===== src/rtl/lot_gate_monitor.sv =====
// lot_gate_monitor
//   Counts vehicles through LANES independent two-beam gates. Each lane
//   decodes the order in which its outer (a) and inner (b) beams are
//   blocked and cleared; a complete a->ab->b->none pass is an entry, the
//   mirror b->ab->a->none pass is an exit. Occupancy is the saturating net
//   of all entries and exits in each cycle.
//
//   Optional feature: define LOT_GATE_INPUT_SYNC_EN to pass sens_a/sens_b
//   through 2-flop synchronisers, adding two cycles of latency.
//
// Ports
//   clk        single clock, rising edge
//   reset      asynchronous active-low reset (release synchronised inside)
//   sens_a     outer beam per lane, 1 = blocked
//   sens_b     inner beam per lane, 1 = blocked
//   clr_err    synchronous clear of seq_err and ovf
//   entry_p    one-cycle pulse per completed entry, per lane
//   exit_p     one-cycle pulse per completed exit, per lane
//   occupancy  current vehicle count, saturating in [0, CAPACITY]
//   full       occupancy == CAPACITY (registered)
//   empty      occupancy == 0 (registered)
//   seq_err    sticky per-lane illegal-transition flag
//   ovf        sticky flag: saturation clipped an event
module lot_gate_monitor #(
  parameter int unsigned LANES    = 2,
  parameter int unsigned CAPACITY = 100,
  parameter int unsigned CNT_W    = 8
) (
  input  logic             clk,
  input  logic             reset,
  input  logic [LANES-1:0] sens_a,
  input  logic [LANES-1:0] sens_b,
  input  logic             clr_err,
  output logic [LANES-1:0] entry_p,
  output logic [LANES-1:0] exit_p,
  output logic [CNT_W-1:0] occupancy,
  output logic             full,
  output logic             empty,
  output logic [LANES-1:0] seq_err,
  output logic             ovf
);

  // Sum width leaves room for +/-8 events around any count value.
  localparam int unsigned SW = CNT_W + 5;

  typedef enum logic [2:0] {IDLE, EN1, EN2, EN3, EX1, EX2, EX3} state_t;

  // Reset asserts immediately, releases two edges later.
  logic [1:0] rst_pipe;
  logic       rst_n_int;

  always_ff @(posedge clk or negedge reset) begin
    if (!reset) rst_pipe <= '0;
    else        rst_pipe <= {rst_pipe[0], 1'b1};
  end

  assign rst_n_int = rst_pipe[1];

  logic [LANES-1:0] sa, sb;

`ifdef LOT_GATE_INPUT_SYNC_EN
  logic [LANES-1:0] sa_meta, sb_meta;

  always_ff @(posedge clk or negedge reset) begin
    if (!reset) begin
      sa_meta <= '0;
      sb_meta <= '0;
      sa      <= '0;
      sb      <= '0;
    end else begin
      sa_meta <= sens_a;
      sb_meta <= sens_b;
      sa      <= sa_meta;
      sb      <= sb_meta;
    end
  end
`else
  always_comb begin
    sa = sens_a;
    sb = sens_b;
  end
`endif

  state_t           state     [LANES];
  state_t           state_nxt [LANES];
  logic [LANES-1:0] ent_ev, ext_ev, err_ev;
  logic [1:0]       ab;

  always_comb begin
    ab     = '0;
    ent_ev = '0;
    ext_ev = '0;
    err_ev = '0;
    for (int unsigned i = 0; i < LANES; i++) begin
      ab           = {sa[i], sb[i]};
      state_nxt[i] = state[i];
      case (state[i])
        IDLE: case (ab)
          2'b10:   state_nxt[i] = EN1;
          2'b01:   state_nxt[i] = EX1;
          2'b11:   err_ev[i] = 1'b1;
          default: ;
        endcase
        EN1: case (ab)
          2'b11:   state_nxt[i] = EN2;
          2'b00:   state_nxt[i] = IDLE;
          2'b01:   begin state_nxt[i] = IDLE; err_ev[i] = 1'b1; end
          default: ;
        endcase
        EN2: case (ab)
          2'b01:   state_nxt[i] = EN3;
          2'b10:   state_nxt[i] = EN1;
          2'b00:   begin state_nxt[i] = IDLE; err_ev[i] = 1'b1; end
          default: ;
        endcase
        EN3: case (ab)
          2'b00:   begin state_nxt[i] = IDLE; ent_ev[i] = 1'b1; end
          2'b11:   state_nxt[i] = EN2;
          2'b10:   begin state_nxt[i] = IDLE; err_ev[i] = 1'b1; end
          default: ;
        endcase
        EX1: case (ab)
          2'b11:   state_nxt[i] = EX2;
          2'b00:   state_nxt[i] = IDLE;
          2'b10:   begin state_nxt[i] = IDLE; err_ev[i] = 1'b1; end
          default: ;
        endcase
        EX2: case (ab)
          2'b10:   state_nxt[i] = EX3;
          2'b01:   state_nxt[i] = EX1;
          2'b00:   begin state_nxt[i] = IDLE; err_ev[i] = 1'b1; end
          default: ;
        endcase
        EX3: case (ab)
          2'b00:   begin state_nxt[i] = IDLE; ext_ev[i] = 1'b1; end
          2'b11:   state_nxt[i] = EX2;
          2'b01:   begin state_nxt[i] = IDLE; err_ev[i] = 1'b1; end
          default: ;
        endcase
        default: state_nxt[i] = IDLE;
      endcase
    end
  end

  // Entries and exits net first, then the result is clipped once.
  logic [3:0]           n_ent, n_ext;
  logic signed [SW-1:0] sum;
  logic [CNT_W-1:0]     occ_nxt;
  logic                 clip;

  always_comb begin
    n_ent = '0;
    n_ext = '0;
    for (int unsigned i = 0; i < LANES; i++) begin
      n_ent = n_ent + 4'(ent_ev[i]);
      n_ext = n_ext + 4'(ext_ev[i]);
    end
    sum     = $signed(SW'(occupancy)) + $signed(SW'(n_ent)) - $signed(SW'(n_ext));
    clip    = 1'b0;
    occ_nxt = occupancy;
    if (sum[SW-1]) begin
      occ_nxt = '0;
      clip    = 1'b1;
    end else if (sum > $signed(SW'(CAPACITY))) begin
      occ_nxt = CNT_W'(CAPACITY);
      clip    = 1'b1;
    end else begin
      occ_nxt = sum[CNT_W-1:0];
    end
  end

  always_ff @(posedge clk or negedge rst_n_int) begin
    if (!rst_n_int) begin
      for (int unsigned i = 0; i < LANES; i++) state[i] <= IDLE;
      entry_p   <= '0;
      exit_p    <= '0;
      seq_err   <= '0;
      ovf       <= 1'b0;
      occupancy <= '0;
      full      <= 1'b0;
      empty     <= 1'b1;
    end else begin
      for (int unsigned i = 0; i < LANES; i++) state[i] <= state_nxt[i];
      entry_p   <= ent_ev;
      exit_p    <= ext_ev;
      // A new error in the clearing cycle wins over clr_err.
      seq_err   <= err_ev | (seq_err & ~{LANES{clr_err}});
      ovf       <= clip | (ovf & ~clr_err);
      occupancy <= occ_nxt;
      full      <= (occ_nxt == CNT_W'(CAPACITY));
      empty     <= (occ_nxt == '0);
    end
  end

endmodule


===== config.mk =====
export PLATFORM = sky130hd
export DESIGN_NAME = lot_gate_monitor
export DESIGN_NICKNAME = d
export VERILOG_FILES = /design/src/rtl/lot_gate_monitor.sv
export SDC_FILE = /design/constraint.sdc
export NUM_CORES = 1
export LEC_CHECK = 0
export BUFFER_PORTS_ARGS = -buffer_cell sky130_fd_sc_hd__buf_2
export CORE_ASPECT_RATIO = 0.8
export CORE_MARGIN = 3
export CORE_UTILIZATION = 45
export CTS_BUF_LIST = sky130_fd_sc_hd__clkbuf_4 sky130_fd_sc_hd__clkbuf_8
export CTS_CLUSTER_SIZE = 40
export DETAILED_ROUTE_END_ITERATION = 7
export GPL_TIMING_DRIVEN = 0
export RECOVER_POWER = 50
export SLEW_MARGIN = 20
export SYNTH_ARGS = -nofsm -noshare
export SYNTH_HDL_FRONTEND = slang
export SYNTH_SLANG_ARGS = --single-unit

===== constraint.sdc =====
create_clock -name clk -period 1.9 [get_ports clk]
set_input_delay 0.19 -clock clk [delete_from_list [all_inputs] [get_ports clk]]
set_output_delay 0.19 -clock clk [all_outputs]
set_load 0.02 [all_outputs]

==> run summary <==
The type of the most critical hold path is input pin to flop. The synthesized netlist net count came out at 231. The final layout contains routed wiring with a total length of 4400 um. The sum of net half-perimeters after detailed placement is approximately 3200 um. The total congestion overflow is 0. For this design, the slowest cell found on the critical path is sky130_fd_sc_hd__fa_1. In this run the worst path has a maximum fanout of 5. TritonCTS built the clock tree.

The number of rows in the core area came out at 20. The data required time at the worst endpoint is 2.05 ns. For met1 alone, demand over resource in global routing was 0.279.

After synthesis, the most frequently instantiated cells are 25 x sky130_fd_sc_hd__inv_1, 24 x sky130_fd_sc_hd__dfrtp_1, 16 x sky130_fd_sc_hd__ha_1. The run finished, with violations left. The I/O pin total is 24. The most instantiated flip-flop cell in the synthesis netlist is sky130_fd_sc_hd__dfrtp_1.

In this run the remaining antenna-violating nets after routing total 0. The number of buffers created by CTS is 3. Sorting the synthesized cells by area gives the leading types as sky130_fd_sc_hd__dfrtp_1 32%, sky130_fd_sc_hd__ha_1 11%, sky130_fd_sc_hd__inv_1 5.0%. The number of maximum-capacitance violations came out at 0. The via count of the first global-routing pass is between 1,500 and 2,000.

The actual transition at the worst max-transition pin is 0.945 ns. The area occupied by registers came out at 628 um2. For this run, the share of the core covered by cells in the final layout is 0.584. The remaining routing DRC violations came out at 0. The die span in y came out at ~64 um. The worst vdd rail ir drop came out at 0.981 mV.

Timing would allow up to 0.263 GHz. Measured in cells, the most critical reg-to-reg path has a length of 14. The H-tree depth is 1. The final worst setup slack is -1.90 ns. The multi-input gate area in the final layout came out at 1210 um2. The violation count after the first detailed-route iteration came out at 159. The root cell of the clock tree is sky130_fd_sc_hd__clkbuf_8. sky130_fd_sc_hd__dfrtp_1 takes more of the synthesized area than any other cell. The cell depth of the worst min-delay path is 2. The largest net degree at the start of global routing came out at 24. The cell with the most instances after synthesis is sky130_fd_sc_hd__inv_1. Dividing the synthesized area by the synthesized cell count gives 9.24 um2. For the finished layout, the period the worst path requires is 3.80 ns.

The post-synthesis cell area is 1890 um2. The initial antenna violation count is 0. The sequential fraction of the synthesis area is 0.331. The final count of hold timing violations is 0. The region available for standard cell placement spans 3930 um2. The insertion delay to the later sink of the worst-skew pair came out at 0.26 ns.

Detailed routing inserted a total of roughly 1,700 vias. For this run, the detailed router's first-pass iteration total came to 4. The number of warnings reported in the yosys synthesis log is 0. Traced cell by cell, the critical path runs through nand2b_1 -> or2_4 -> or3b_4 -> fa_1 -> fa_2 -> inv_2 -> ha_4 -> inv_2 -> fa_2 -> nand2b_4 -> a21o_1 -> a311o_1 -> o211a_4 -> a2111o_1. For this run, asynchronously set or reset flops after synthesis account for 1.00. The weighted congestion reported at the end of routability-driven placement came out at 0.890. The maximum number of buffers from clock root to sink is 2.

The path type of the worst setup path is flop to flop. The cell area power density came out at 1460 nW/um2. The worst clock skew on the final layout is ~0.0019 ns. The post-synthesis cell type count came out at 62. The number of nets in the layout came out at 270.

The die boundary width is 78.5 um. The wire length of the first global-routing pass came out at 7540 um. Setup repair after global routing could not meet its margin everywhere. The max-slew violation total from the final report is 0. met2 is the most crowded layer. After clock tree synthesis, the clock-pin slew on the worst setup and hold paths is 0.09 ns. The static leakage power is 1.02 nW. Of the cells placed in the final design, the portion with a size suffix greater than 1 is 0.239. The share of the synthesized area in the top cell type came out at 0.317. Data arrives at the worst endpoint at between 3 and 4 ns. The fill cell instance count of the final layout is 360. The worst slew margin relative to its limit is 0.370.

The final antenna diode count came out at 0. The count of state elements after synthesis came out at 25. The total number of clock tree sinks is 25. The total setup violations reported at the end of the flow came out at 10.

The final reports fail on setup timing. STA classifies the critical path endpoint as a flop. The kind of start point of the critical path is a flop.

In this design, the stage delay of the slowest critical-path cell is approximately 0.45 ns. In the global route stage, met3 resource usage came out at 0.0310. The detail-routed net length per standard cell is 14.8 um.

For this run, the total global-route usage over all layers was measured as 0.184. The number of enable flip-flop cells after synthesis came out at 0. The met2 usage is 0.285. Counting every instance in the synthesized netlist gives between 200 and 250. The layout overhead on the synthesized area is 21.2%. The count of buffers added on input and output ports is 22.

The period utilization came out at 2.00. The post-layout total power is 3.35 mW. The initial cell density of the core came out at 0.482. The die area came out at 5030 um2. The per-cell via count in the routed design is 5.61.
-- stage by stage --
stage | hold slack (ns) | area (um2) | setup slack, ns | setup TNS [ns] | std cells
2_1_floorplan | -0.106 | 1930 | -1.84 | -17.07 | 205
3_3_place_gp | -0.0246 | 2110 | -2.21 | -20.89 | 282
3_5_place_dp | -0.0205 | 2110 | -2.25 | -21.47 | 282
4_1_cts | 0.183 | 2240 | -1.87 | -17.61 | 292
5_1_grt | 0.207 | 2300 | -2.03 | -19.42 | 298
6_report | 0.204 | 2300 | -1.90 | -18.09 | 298
-- layout by cell type (no fill, tap or decap), drive strengths merged, types with 2 or more instances in the layout --
master	netlist	layout
nand3	3	3
xor2	2	2
mux2	2	2
mux2i	3	3
o211ai	4	4
or3	2	2
a311o	2	2
a2111oi	2	2
or2	4	4
nand2b	3	3
o21ai	9	9
a2111o	2	2
nor2b	7	7
a21oi	11	11
conb	2	2
dfrtp	24	24
a211oi	3	3
nor4	3	3
nor3	7	7
o22ai	2	2
clkbuf	6	25
a311oi	3	3
nor3b	3	3
inv	25	25
nor4b	2	2
nand2	4	4
a31oi	3	3
ha	16	16
fa	3	3
buf	4	22
a221o	2	2
a21o	3	3
nor2	13	13
-- repair_timing --
item,CTS,global route
setup endpoints to repair,10,11
pin swaps,3,3
hold buffers,1,0
buffers inserted,6,6
endpoints found under the hold margin,2,0
resized for setup,8,7
-- flip-flops by register name (all words and copies together), names as in the netlist, 2 cells and up --
name       count
entry_p        2
rst_pipe       2
state          6
seq_err        2
exit_p         2
occupancy      8
-- worst max-delay path, delay by kind of cell (launching register included) --
kind,cells,cell delay [ns]
fa+ha+maj,4,1.26
compound gates,4,1.02
simple gates,4,0.92
flops,1,0.37
buf+inv,2,0.10
-- power by group --
| group | internal [mW] | leakage (nW) | switching [mW] |
|---|---|---|---|
| combinational | 1.02 | 0.696 | 1.24 |
| clock | 0.164 | 0.0262 | 0.167 |
| sequential | 0.645 | 0.303 | 0.110 |
| total | 1.83 | 1.02 | 1.52 |
-- final timing paths --
path / from / end / slack [ns]
setup / recovery: state[4] / ovf / -1.90
hold / removal: sens_b[0] / state[4] / 0.20
setup reg to reg: state[4] / ovf / -1.90
hold reg to reg: rst_pipe[0] / rst_pipe[1] / 0.37
max in group asynchronous: rst_pipe[1] / state[4] / 0.86
min in group asynchronous: reset / rst_pipe[1] / 0.23
-- final cells by class --
| type | instances | area share |
|---|---|---|
| tap | 55 | 0.0300 |
| buffer | 9 | 0.0240 |
| clock buffer | 4 | 0.0213 |
| multi-input combinational | 145 | 0.528 |
| inverter | 25 | 0.0409 |
| sequential | 25 | 0.274 |
| timing repair buffer | 35 | 0.0828 |
-- kinds of logic after synthesis --
family	after synthesis	share of synthesized area
other	2	0.00396
xor gates and xnor gates	3	0.0139
muxes	5	0.0277
buffers and inverters	35	0.0779
and+or+nand+nor	56	0.167
AOI/OAI and AO/OA	60	0.241
adders and majority gates	19	0.137
DFF	25	0.331
-- metal layers --
| layer | routed length [um] | up-vias |
|---|---|---|
| met3 | 212 | 2 |
| met1 | 2190 | 800 |
| met2 | 1990 | 54 |
| met4 | 7 | 0 |
| li1 | - | 817 |
| met5 | 0 | - |
Note: power is estimated with default switching activity, not from simulation.
